$ cat config.mk
export PLATFORM = sky130hd
export DESIGN_NAME = block_mode_sequencer
export DESIGN_NICKNAME = d
export VERILOG_FILES = /design/src/rtl/block_mode_sequencer.sv
export SDC_FILE = /design/constraint.sdc
export NUM_CORES = 1
export LEC_CHECK = 0
export BUFFER_PORTS_ARGS = -buffer_cell sky130_fd_sc_hd__buf_2
export CAP_MARGIN = 40
export CORE_MARGIN = 2
export CORE_UTILIZATION = 33
export CTS_CLUSTER_DIAMETER = 100
export CTS_CLUSTER_SIZE = 28
export DETAILED_ROUTE_END_ITERATION = 12
export PLACE_DENSITY_LB_ADDON = 0.08
export RECOVER_POWER = 50
export SLEW_MARGIN = 15
export SYNTH_ARGS = -nofsm -noshare
export SYNTH_HDL_FRONTEND = slang
export SYNTH_SLANG_ARGS = --single-unit
$ cat constraint.sdc
create_clock -name clk -period 2.18 [get_ports clk]
set_input_delay 0.436 -clock clk [delete_from_list [all_inputs] [get_ports clk]]
set_output_delay 0.436 -clock clk [all_outputs]
set_load 0.03 [all_outputs]
$ cat src/rtl/block_mode_sequencer.sv
// Purpose: owns the 3-bit Block pattern select; round-robin arbitrates change requests
//          and applies them (or an auto-advance step) only on frame_start.
// Latency: grant one cycle after req is sampled; Block updates on the frame_start edge.
// Backpressure: while a granted code waits for frame_start (busy=1) no further grants
//          are issued; requesters hold req until their gnt pulse.
//
// Ports:
//   clk          pixel clock
//   reset        asynchronous, active-high
//   frame_start  one-cycle pulse at start of vertical blank
//   req          per-requester change request, held until the matching gnt
//   req_code     requested codes, slice i = req_code[3*i+2:3*i]
//   auto_en      enables auto-advance through patterns 0..4
//   gnt          one-hot, one-cycle grant pulse
//   Block        pattern code to the colour block (0 = bars, 1..4 = solids)
//   block_upd    one-cycle pulse on the cycle Block takes a new value
//   busy         high while a granted code waits for frame_start
module block_mode_sequencer #(
  parameter int N_REQ        = 4,
  parameter int DWELL_FRAMES = 60
) (
  input  logic               clk,
  input  logic               reset,
  input  logic               frame_start,
  input  logic [N_REQ-1:0]   req,
  input  logic [3*N_REQ-1:0] req_code,
  input  logic               auto_en,
  output logic [N_REQ-1:0]   gnt,
  output logic [2:0]         Block,
  output logic               block_upd,
  output logic               busy
);

  localparam int PTR_W = $clog2(N_REQ);
  localparam int DW    = $clog2(DWELL_FRAMES + 1);
  localparam logic [DW-1:0] DWELL_LAST = DW'(DWELL_FRAMES - 1);

  typedef enum logic {
    IDLE,
    PENDING
  } state_t;

  state_t           state, state_nxt;
  logic [PTR_W-1:0] rr_ptr, rr_nxt;
  logic [2:0]       pending, pending_nxt;
  logic [2:0]       block_nxt;
  logic [DW-1:0]    dwell_cnt, dwell_nxt;
  logic [N_REQ-1:0] gnt_nxt;
  logic             upd_nxt;
  logic             busy_nxt;

  logic             found;
  logic [PTR_W-1:0] winner;

  // Codes above 4 have no pattern behind them; fall back to colour bars.
  function automatic logic [2:0] sanitise(input logic [2:0] code);
    return (code > 3'd4) ? 3'd0 : code;
  endfunction

  // Round-robin pick: scan from rr_ptr upwards (mod N_REQ). Iterating the offset
  // downwards lets the closest asserted requester overwrite the farther ones,
  // so no early exit is needed.
  always_comb begin
    found  = 1'b0;
    winner = '0;
    for (int k = N_REQ - 1; k >= 0; k--) begin
      if (req[(int'(rr_ptr) + k) % N_REQ]) begin
        found  = 1'b1;
        winner = PTR_W'((int'(rr_ptr) + k) % N_REQ);
      end
    end
  end

  // Next-state and next-output logic; every output is registered below.
  always_comb begin
    state_nxt   = state;
    rr_nxt      = rr_ptr;
    pending_nxt = pending;
    block_nxt   = Block;
    // With auto mode off the dwell count is parked at zero, so re-enabling
    // always starts a fresh dwell period.
    dwell_nxt   = auto_en ? dwell_cnt : '0;
    gnt_nxt     = '0;
    upd_nxt     = 1'b0;
    busy_nxt    = busy;

    case (state)
      IDLE: begin
        if (found) begin
          // A grant takes priority over an auto step on a coincident frame_start.
          gnt_nxt[winner] = 1'b1;
          pending_nxt     = sanitise(req_code[3*int'(winner) +: 3]);
          rr_nxt          = PTR_W'((int'(winner) + 1) % N_REQ);
          dwell_nxt       = '0;
          busy_nxt        = 1'b1;
          state_nxt       = PENDING;
        end else if (frame_start && auto_en) begin
          if (dwell_cnt == DWELL_LAST) begin
            block_nxt = (Block == 3'd4) ? 3'd0 : sanitise(Block + 3'd1);
            upd_nxt   = 1'b1;
            dwell_nxt = '0;
          end else begin
            dwell_nxt = dwell_cnt + DW'(1);
          end
        end
      end

      PENDING: begin
        // Only the pending apply happens here; auto stepping is suppressed.
        if (frame_start) begin
          block_nxt = pending;
          upd_nxt   = 1'b1;
          dwell_nxt = '0;
          busy_nxt  = 1'b0;
          state_nxt = IDLE;
        end
      end

      default: begin
        state_nxt = IDLE;
      end
    endcase
  end

  always_ff @(posedge clk or posedge reset) begin
    if (reset) begin
      state     <= IDLE;
      rr_ptr    <= '0;
      pending   <= 3'd0;
      dwell_cnt <= '0;
      gnt       <= '0;
      Block     <= 3'd0;
      block_upd <= 1'b0;
      busy      <= 1'b0;
    end else begin
      state     <= state_nxt;
      rr_ptr    <= rr_nxt;
      pending   <= pending_nxt;
      dwell_cnt <= dwell_nxt;
      gnt       <= gnt_nxt;
      Block     <= block_nxt;
      block_upd <= upd_nxt;
      busy      <= busy_nxt;
    end
  end

endmodule

==> results.txt <==
The flow ran to the end, and the final reports show no timing, DRC or antenna violations. The worst setup slack after placement is 0.214 ns. Prevailing post-synth register cell: dfrtp_1.

The tree is rooted in a clkbuf_8. After layout, the worst setup slack is 0.280 ns. The analysis attributes to cell leakage a power of 0.734 nW. The library cells used most frequently in the layout, excluding fill and tap cells, are buf_2 (24), dfrtp_1 (21), nand2_1 (20). The class of the tightest hold or removal check was in2reg. The critical path arrival came out at 2.05 ns.

The largest single stage delay on the critical path is 0.51 ns. Start point of the critical path: rr_ptr[1]. The post-route clock period utilization came out at 87.1%.

After clock tree synthesis, the flow added hold-fix buffers numbering 0. Setup repair after global routing left no endpoint under its margin. The instance area after placement came out at 1500 um2.

The achievable frequency is 526 MHz. The clock reaches the later pin of the worst-skew pair after 0.26 ns. After clock tree synthesis, the clock-pin slew on the worst setup and hold paths is 0.07 ns. For this run, the total global-route usage over all layers was measured as 13.3%.

The setup clock skew after layout was 0.00292 ns; the net count after synthesis was 172. Via density per instance: 4.94. The total area inside the core boundary comes to 3720 um2. Relative to the synthesized area, the layout overhead comes to 18.7%. Among all stages on the critical path, the largest delay is contributed by dfrtp_1. The die span in y is 66.6 um. Once the clock tree was built, the resizer swapped 0 gates to a different size. The final route contains 1101 vias.

Setup violations remaining at the end of the flow were counted as 0. The CTS buffer count came out at 3. Detailed placement finished with a half-perimeter wire length of 2070 um. The detailed-route wire length is 2630 um, and the clock net sink count is 21. The number of hold-slack violations in the final timing report was 0. The mapped netlist covers 1290 um2. During synthesis, Yosys emitted a total of 0 warnings. The first global-routing pass estimated 4470 um of wire. Once the clock tree was built, the setup fixing pass inserted 0 buffers. STA puts the critical path data required time at 2.33 ns. The worst slack on hold paths came out at 0.437 ns. Worst reg2reg path startpoint: rr_ptr[1]. The tool flagged a number of max-cap violations equal to 0. After technology mapping, the gate count stands at 143.

With fillers left out, the area of the finished cells amounts to 1540 um2. After synthesis, the netlist uses 38 different library cells. Cells with a size suffix above 1 make up 20.0% of the layout.

In this run the horizontal extent of the chip is 66.6 um. After detailed routing, the average wire length per cell comes to 11.8 um. Power spread over the standard cell area amounts to 826 nW/um2. In this run, synthesis produced a sequential element count of 21. Counting along the longest clock path gives a buffer depth of 2. The final layout contains 205 nets.

After synthesis, flip-flops and latches occupy 40.6% of the total area. The number of enable-type register cells in the synthesized netlist came out at 0. TritonCTS built the clock tree. The post-synthesis average cell area was 9.06 um2. The worst setup path is of the reg2reg kind. The run gives 1011 as the via count of the first global-routing pass. The destination of the worst register-to-register timing path was pending[2]. The max-slew violation count is 0. At the end of routability-driven placement, the weighted congestion stood at 0.804. The share of async-settable or async-resettable flops after synthesis works out to 100%.

The number of antenna violations at the first check in global routing was 0; the violation count after the first detailed-route iteration was 65. STA classifies the critical path endpoint as a flop. Of all nets on the critical path, the largest fanout is 8. Entering global routing, the biggest net connects 22 pins. The number of cell rows came out at 22. For this run, design rule violations remaining after detail routing come to 0. The initial utilization of the core area, before any placement, comes to 34.8%. The total number of H-tree levels was 1.

The remaining max-slew budget at the tightest pin is 23.0%, and the number of antenna cells inserted is 0. The filler cells instantiated in the layout total 390. At the pin with the least slew margin, the transition time is 1.15 ns. The library cell used most frequently in the layout, excluding fill and tap cells, is buf_2. Summed over all layers, the global routing overflow is 0.

29 I/O pins were placed. Across the VDD grid, the largest voltage drop is 0.000437 V. The worst register-to-register path has a depth of 6. Port buffering added 28 buffers. Summed over all failing endpoints, the final setup total negative slack is 0 ns. The die outline area came out at 4440 um2. The signal on the critical path passes through mux2i_1 -> a221oi_4 -> inv_1 -> nand3_1 -> a21oi_1 -> a32o_1.

The routed design could run at a clock period as short as 1.90 ns. The critical path ends at pending[2]. The worst setup path is launched from a flop. The logs give 0.28 ns for the slack of the worst reg-to-reg path and 0 for the number of routed nets with antenna violations. The number of search-and-repair iterations in the first detailed-routing pass is 4.
## critical path, delay by kind of cell (launching register included)
family,cells,cell delay [ns]
AND/OR/NAND/NOR,1,0.12
multiplexers,1,0.17
flip-flops,1,0.51
buffers and inverters,1,0.17
AO/OA/AOI/OAI,3,0.81
## Yosys cell counts (all sizes together), types with 2 or more instances
master | instances | area, um2
mux2i | 6 | 60.1
a22oi | 2 | 15.0
xnor2 | 2 | 17.5
nand3 | 8 | 40.0
ha | 9 | 113
inv | 9 | 33.8
o31ai | 2 | 20.0
buf | 2 | 12.5
and2 | 5 | 31.3
nor2 | 13 | 48.8
nand2b | 3 | 18.8
nand2 | 21 | 86.3
dfrtp | 21 | 526
a21oi | 9 | 48.8
nor2b | 2 | 12.5
o21ai | 11 | 55.1
## state kept, by name (all words and copies together) (netlist names)
register   count
busy           1
Block          3
rr_ptr         2
block_upd      1
pending        3
dwell_cnt      6
gnt            4
state          1
## cell families after synthesis
family / Yosys count / synth area share, %
DFF: 21 / 40.6
muxes: 7 / 5.51
AOI/OAI and AO/OA: 33 / 17.9
adders and majority gates: 9 / 8.70
xor gates and xnor gates: 2 / 1.35
and+or+nand+nor: 59 / 22.1
buffers and inverters: 12 / 3.86
## worst min-delay path by stage
stage                start    endpoint  slack [ns]  cells after the start
2_1_floorplan        reset    Block[0]        0.41                      1
3_3_place_gp    pending[1]  pending[1]        0.47                      2
3_5_place_dp    pending[1]  pending[1]        0.48                      2
5_1_grt        frame_start       state        0.45                      2
6_report       frame_start       state        0.44                      2
4_1_cts              reset    Block[0]        0.20                      3
## layer usage
metal / wire length (um) / GRT usage (%) / part of all wire [%]
met3: 139 / 1.52 / 5.3
met1: 1270 / 17.6 / 48
met5: 0 / 0 / 0
met2: 1160 / 20.6 / 44
met4: 62 / 8.42 / 2.4
## layout make-up
cell class,instances,area [um2],area share [%]
Multi-Input combinational cell,110,719,46.8
Sequential cell,21,526,34.2
Timing Repair Buffer,31,154,10.0
Tap cell,48,60.1,3.91
Clock buffer,4,45.0,2.93
Inverter,9,33.8,2.20
## where the power goes
part	switching (mW)	internal, mW
sequential	0.0759	0.457
combinational	0.292	0.197
clock	0.118	0.130
## stage by stage
stage	power (mW)	utilization [%]	instances
2_1_floorplan	0.915	-	143
3_3_place_gp	1.03	40.4	219
3_5_place_dp	1.04	40.4	219
4_1_cts	1.29	41.6	223
5_1_grt	1.38	41.4	223
6_report	1.27	41.4	223
(Power assumes the default switching activity.)
